**src/rtl/spi_transaction_arbiter.sv**
```systemverilog
// Round-robin arbiter granting NUM_REQ requesters access to one SPI transaction port.
// Define SPI_ARB_TIMEOUT_EN to enable the WAIT-state watchdog.
module spi_transaction_arbiter #(
  parameter int NUM_REQ               = 4,
  parameter int DATA_WIDTH            = 32,
  parameter int TRANSACTION_LEN_WIDTH = 6,
  parameter int TIMEOUT_WIDTH         = 16
) (
  input  logic                                     fabric_clk,
  input  logic                                     reset_n,
  input  logic [NUM_REQ-1:0]                       req,
  input  logic [NUM_REQ*TRANSACTION_LEN_WIDTH-1:0] req_length,
  input  logic [NUM_REQ*DATA_WIDTH-1:0]            req_data,
  input  logic [NUM_REQ*DATA_WIDTH-1:0]            req_rw_mask,
  output logic [NUM_REQ-1:0]                       ack,
  output logic [DATA_WIDTH-1:0]                    rsp_data,
  output logic                                     rsp_err,
  output logic                                     busy,
  input  logic [TIMEOUT_WIDTH-1:0]                 timeout_cycles,
  output logic [TRANSACTION_LEN_WIDTH-1:0]         transaction_length,
  output logic [DATA_WIDTH-1:0]                    transaction_data,
  output logic [DATA_WIDTH-1:0]                    transaction_rw_mask,
  input  logic [DATA_WIDTH-1:0]                    transaction_read_data,
  input  logic                                     spi_done
);

  localparam int LW = TRANSACTION_LEN_WIDTH;
  localparam int DW = DATA_WIDTH;
  localparam int PW = (NUM_REQ > 1) ? $clog2(NUM_REQ) : 1;

  localparam logic [1:0] S_IDLE  = 2'd0;
  localparam logic [1:0] S_ISSUE = 2'd1;
  localparam logic [1:0] S_WAIT  = 2'd2;
  localparam logic [1:0] S_RESP  = 2'd3;

  logic [1:0]    state;
  logic [PW-1:0] rr_ptr;
  logic [PW-1:0] grant;
  logic [PW-1:0] pick;
  logic          found;
  int            idx;
  logic          expired;

  logic [LW-1:0] len_arr  [NUM_REQ];
  logic [DW-1:0] data_arr [NUM_REQ];
  logic [DW-1:0] mask_arr [NUM_REQ];

  for (genvar i = 0; i < NUM_REQ; i++) begin : g_unpack
    assign len_arr[i]  = req_length[i*LW +: LW];
    assign data_arr[i] = req_data[i*DW +: DW];
    assign mask_arr[i] = req_rw_mask[i*DW +: DW];
  end

  // Scan downward so the nearest set bit at or after rr_ptr wins.
  always_comb begin
    pick  = rr_ptr;
    found = 1'b0;
    idx   = 0;
    for (int k = NUM_REQ - 1; k >= 0; k--) begin
      idx = int'(rr_ptr) + k;
      if (idx >= NUM_REQ) idx = idx - NUM_REQ;
      if (req[PW'(idx)]) begin
        pick  = PW'(idx);
        found = 1'b1;
      end
    end
  end

  logic [LW-1:0] pick_len;
  logic [LW-1:0] sat_len;

  assign pick_len = len_arr[pick];
  assign sat_len  = (32'(pick_len) > DW) ? LW'(DW) : pick_len;

`ifdef SPI_ARB_TIMEOUT_EN
  logic [TIMEOUT_WIDTH-1:0] wd;

  assign expired = (timeout_cycles != '0) && (wd == timeout_cycles);

  always_ff @(posedge fabric_clk or negedge reset_n) begin
    if (!reset_n) begin
      wd <= '0;
    end else if (state == S_ISSUE) begin
      wd <= '0;
    end else if (state == S_WAIT) begin
      wd <= wd + 1'b1;
    end
  end
`else
  logic unused_timeout;

  assign unused_timeout = ^timeout_cycles;
  assign expired        = 1'b0;
`endif

  always_ff @(posedge fabric_clk or negedge reset_n) begin
    if (!reset_n) begin
      state               <= S_IDLE;
      rr_ptr              <= '0;
      grant               <= '0;
      rsp_data            <= '0;
      rsp_err             <= 1'b0;
      transaction_length  <= '0;
      transaction_data    <= '0;
      transaction_rw_mask <= '0;
    end else begin
      unique case (state)
        S_IDLE: begin
          if (found) begin
            grant <= pick;
            if (sat_len == '0) begin
              rsp_data <= '0;
              rsp_err  <= 1'b0;
              state    <= S_RESP;
            end else begin
              transaction_length  <= sat_len;
              transaction_data    <= data_arr[pick];
              transaction_rw_mask <= mask_arr[pick];
              state               <= S_ISSUE;
            end
          end
        end
        S_ISSUE: begin
          transaction_length <= '0;
          state              <= S_WAIT;
        end
        S_WAIT: begin
          if (spi_done) begin
            rsp_data <= transaction_read_data;
            rsp_err  <= 1'b0;
            state    <= S_RESP;
          end else if (expired) begin
            rsp_data <= '0;
            rsp_err  <= 1'b1;
            state    <= S_RESP;
          end
        end
        S_RESP: begin
          rr_ptr <= (grant == PW'(NUM_REQ - 1)) ? '0 : grant + 1'b1;
          state  <= S_IDLE;
        end
        default: state <= S_IDLE;
      endcase
    end
  end

  assign ack  = (state == S_RESP) ? (NUM_REQ'(1) << grant) : '0;
  assign busy = (state != S_IDLE);

endmodule

```
**config.mk**
```make
export PLATFORM = sky130hd
export DESIGN_NAME = spi_transaction_arbiter
export DESIGN_NICKNAME = d
export VERILOG_FILES = /design/src/rtl/spi_transaction_arbiter.sv
export SDC_FILE = /design/constraint.sdc
export NUM_CORES = 1
export LEC_CHECK = 0
export CAP_MARGIN = 20
export CORE_AREA = 2 2 172 174
export CTS_CLUSTER_SIZE = 16
export DETAILED_ROUTE_END_ITERATION = 6
export DIE_AREA = 0 0 174 176
export PLACE_DENSITY = 0.64
export SLEW_MARGIN = 20
export SYNTH_ARGS = -nofsm -noshare
export SYNTH_HDL_FRONTEND = slang
export SYNTH_SLANG_ARGS = --single-unit
```
**constraint.sdc**
```tcl
create_clock -name fabric_clk -period 3.8 [get_ports fabric_clk]
set_clock_uncertainty 0.2 [all_clocks]
set_input_delay 0.95 -clock fabric_clk [delete_from_list [all_inputs] [get_ports fabric_clk]]
set_output_delay 0.95 -clock fabric_clk [all_outputs]
set_load 0.03 [all_outputs]
```
==> results.cfg <==
[yosys]
netlist_instances = 1010
synth_area_sq_mm = 0.00710
synth_seq_cells = 108
synth-edff-count = 0
ys.warnings.count = 0
seq_area_frac_synth = 0.381
synth_top_area_frac = 0.381
synth_top_family_by_area = simple AND/OR/NAND/NOR gates
yosysUniqueCellTypes = 38
synth_common_cells = 396 x nand2_1, 128 x o21ai_0, 109 x nand3_1, 108 x dfrtp_1, 56 x clkbuf_1
synthesis.nets = 1354
synth_compound_area_frac = 0.201
muxShareOfSynthArea = 0.00458
synthSimpleGateAreaFrac = 0.337
synth-adder-area-share = 0.0159
yosysTopAreaCell = dfrtp_1
yosys-top-cells-area = dfrtp_1 38%, nand2_1 21%, o21ai_0 9.0%, nand3_1 7.7%, a221o_1 4.5%
ys.flop_type = dfrtp_1
post_synth.cell_area_avg_sq_um = 7.03
synth_xor_area_frac = 0
synth_most_common_cell = nand2_1
synth_async_sr_flop_share = 1.00

[clocking]
clkSinkCount = 108
cts_buffers = 9
clock_latency_ns = 0.35
root_buffer = clkbuf_16
htree_levels = 3
cts_hold_buf = 0
clockBufferDepth = 2
cts_tree = built
path_clk_slew_ns = 0.08

[setup_path]
crit_path_frequent_cell = buf_4
critPathBufInv = 6
critPathKind = input pin to flip-flop
cp.required_ns = 3.84
worstSetupEndpointType = flip-flop
crit_path_cell_trace = clkdlybuf4s50_1 -> and3b_1 -> or4_4 -> and2_4 -> buf_4 -> o211a_1 -> o22ai_2 -> buf_4 -> o31ai_4 -> buf_6 -> clkbuf_16 -> buf_4 -> nand2_1 -> o21ai_0
crit_path_max_fanout = 7
cp_num_cells = 14
arrival_ns = 3.76
r2r_cells = 13
rrSetupSlack_ns = 0.69
slowest_delay_ns = 0.50
crit_path_start_kind = input pin
crit_slowest_cell = clkdlybuf4s50_1
crit_family = buffers and inverters

[place]
pre_cts_slack_ns = -0.431
portBuffers = 425
place_hpwl_um = 23300
gp_congestion = 0.850

[die]
die_height_um = 176
initial_core_util = 0.249
rows = 62
ioPinCount = 443
core_area_sq_mm = 0.0285
dieArea_sq_mm = 0.0306
fp.dieW_um = 174

[hold_path]
min_path_cells = 2
min_path_type = flip-flop to flip-flop

[grt]
grt_overflow = 0
grt_pass1_wl_um = 44800
grt_pass1_vias = 8062
grt_usage = 0.187
grt_start_max_net_pins = 87
antenna_found_initial = 5

[route]
drtPass1Iterations = 4
wl_per_cell_um = 16.8
route.detailed.drc = 0
via_per_inst = 4.63
totalWireLength_um = 30400
drtAntennaViolNets = 0
vias = 8367
drt-initial-drc-count = 464

[sta]
slew_viol_final = 0
period_share = 0.981
holdWs_ns = 0.279
fin_tns_setup_ns = 0
fin_crit_ns = 3.73
report.final.setup_viol = 0
setup_slack_ns = 0.0718
slew_headroom = 0.406
fmax_mhz = 268
worst_slew_pin_slew_ns = 0.891
hold_viol_final = 0

[final_layout]
area_growth_pct = 74.5
layout-drive-gt1-share = 0.0620
fin_nets = 1759

[status]
outcome = finished clean

[power_and_ir_drop]
power_frac_comb = 0.669
peakVddDrop_v = 0.000368
p_sw_frac = 0.478
power.leakage_nw = 5.42
power_density_mw_per_mm2 = 769
clkPwrFrac = 0.111
p_int_mw = 4.98
p_seq_frac = 0.219
power_switching_mw = 4.56

[flow_run]
maxCapViolCount = 0
==> flip-flops by register name, indices dropped and copies added (netlist names) <==
name / count
rr_ptr: 2
transaction_length: 6
transaction_rw_mask: 32
grant: 2
rsp_data: 32
state: 2
transaction_data: 32
==> cell families (layout without fill, tap and decap cells) <==
group / count (synthesis) / count (layout)
AOI/OAI and AO/OA: 228 / 228
DFF: 108 / 108
and+or+nand+nor: 566 / 567
buffers and inverters: 95 / 504
other: 1 / 5
muxes: 3 / 3
adders and majority gates: 9 / 9
==> power by group through the flow <==
stage	registers, mW	clock network [mW]	logic, mW
floorplan	3.07	0	2.77
global placement	2.09	0	6.22
global route	2.17	1.16	6.94
detailed placement	2.12	0	6.30
CTS	2.09	1.11	6.32
finish	2.09	1.06	6.38
==> path summary, 6_finish.rpt <==
kind	startpoint	endpoint
min reg2reg	transaction_rw_mask[4]	transaction_rw_mask[4]
min	transaction_rw_mask[4]	transaction_rw_mask[4]
max in group asynchronous	reset_n	rsp_data[3]
max	req[3]	transaction_rw_mask[25]
max reg2reg	rr_ptr[1]	transaction_rw_mask[25]
min in group asynchronous	reset_n	rsp_data[5]
==> worst register-to-register path, stage by stage, from the launching register on <==
cell and delay (ns):
dfrtp_1 0.46, and3b_1 0.21, or4_4 0.43, and2_4 0.22
buf_4 0.16, o211a_1 0.23, o22ai_2 0.26, buf_4 0.17
o31ai_4 0.07, buf_6 0.16, clkbuf_16 0.15, buf_4 0.15
nand2_1 0.06, o21ai_0 0.07
==> timing repair <==
item,CTS,global route
setup endpoints to repair,49,98
setup buffers,0,1
gates resized for setup,2,17
cloned,0,2
pin swaps,0,3
==> layout by cell type, fill, tap and decap left out, types with 2 or more instances in the layout <==
cell             synthesis  final
a211oi_2                 1      2
a211oi_4                 0      4
a21boi_1                 0      5
a21oi_1                 34     34
a221o_1                 32     32
and2_1                   5      4
buf_12                   0      7
buf_4                    5     42
bufinv_16                0      2
clkbuf_16                0     10
clkdlybuf4s50_1          0    423
dfrtp_1                108    108
diode_2                  0      4
ha_1                     9      9
inv_1                   12     12
inv_6                    0      2
mux2_2                   2      2
nand2_1                396    395
nand2b_1                33     33
nand3_1                109    109
nor2_1                  10     10
nor2b_1                  4      4
nor3_1                   4      4
o211a_1                  7      6
o21ai_0                128    127
o21ai_1                  5      5
o21ai_2                  1      2
o22ai_2                  3      3
==> per-layer routing <==
| layer | global-route usage | part of all wire | vias to the layer above |
|---|---|---|---|
| li1 | - | - | 4207 |
| met1 | 0.224 | 0.41 | 3798 |
| met2 | 0.325 | 0.49 | 322 |
| met3 | 0.0538 | 0.078 | 38 |
| met4 | 0.0543 | 0.023 | 2 |
| met5 | 0 | 0.00043 | - |
==> cell type report <==
cell class / instances / area, sq um
Tap cell: 384 / 480
Multi-Input combinational cell: 808 / 4060
Inverter: 12 / 45.0
Antenna cell: 4 / 10.0
Timing Repair Buffer: 476 / 4770
Clock inverter: 6 / 93.8
Fill cell: 2949 / 16200
Sequential cell: 108 / 2700
Clock buffer: 10 / 229
==> metrics by stage <==
stage	power [mW]	util	instances	cell area (sq um)
5_1_grt	10.3	0.434	1807	12400
3_5_place_dp	8.42	0.418	1785	11900
4_1_cts	9.53	0.430	1801	12300
6_report	9.53	0.434	1808	12400
3_3_place_gp	8.30	0.418	1785	11900
2_1_floorplan	5.83	-	1010	7100
Power figures use the tool's default switching activity.
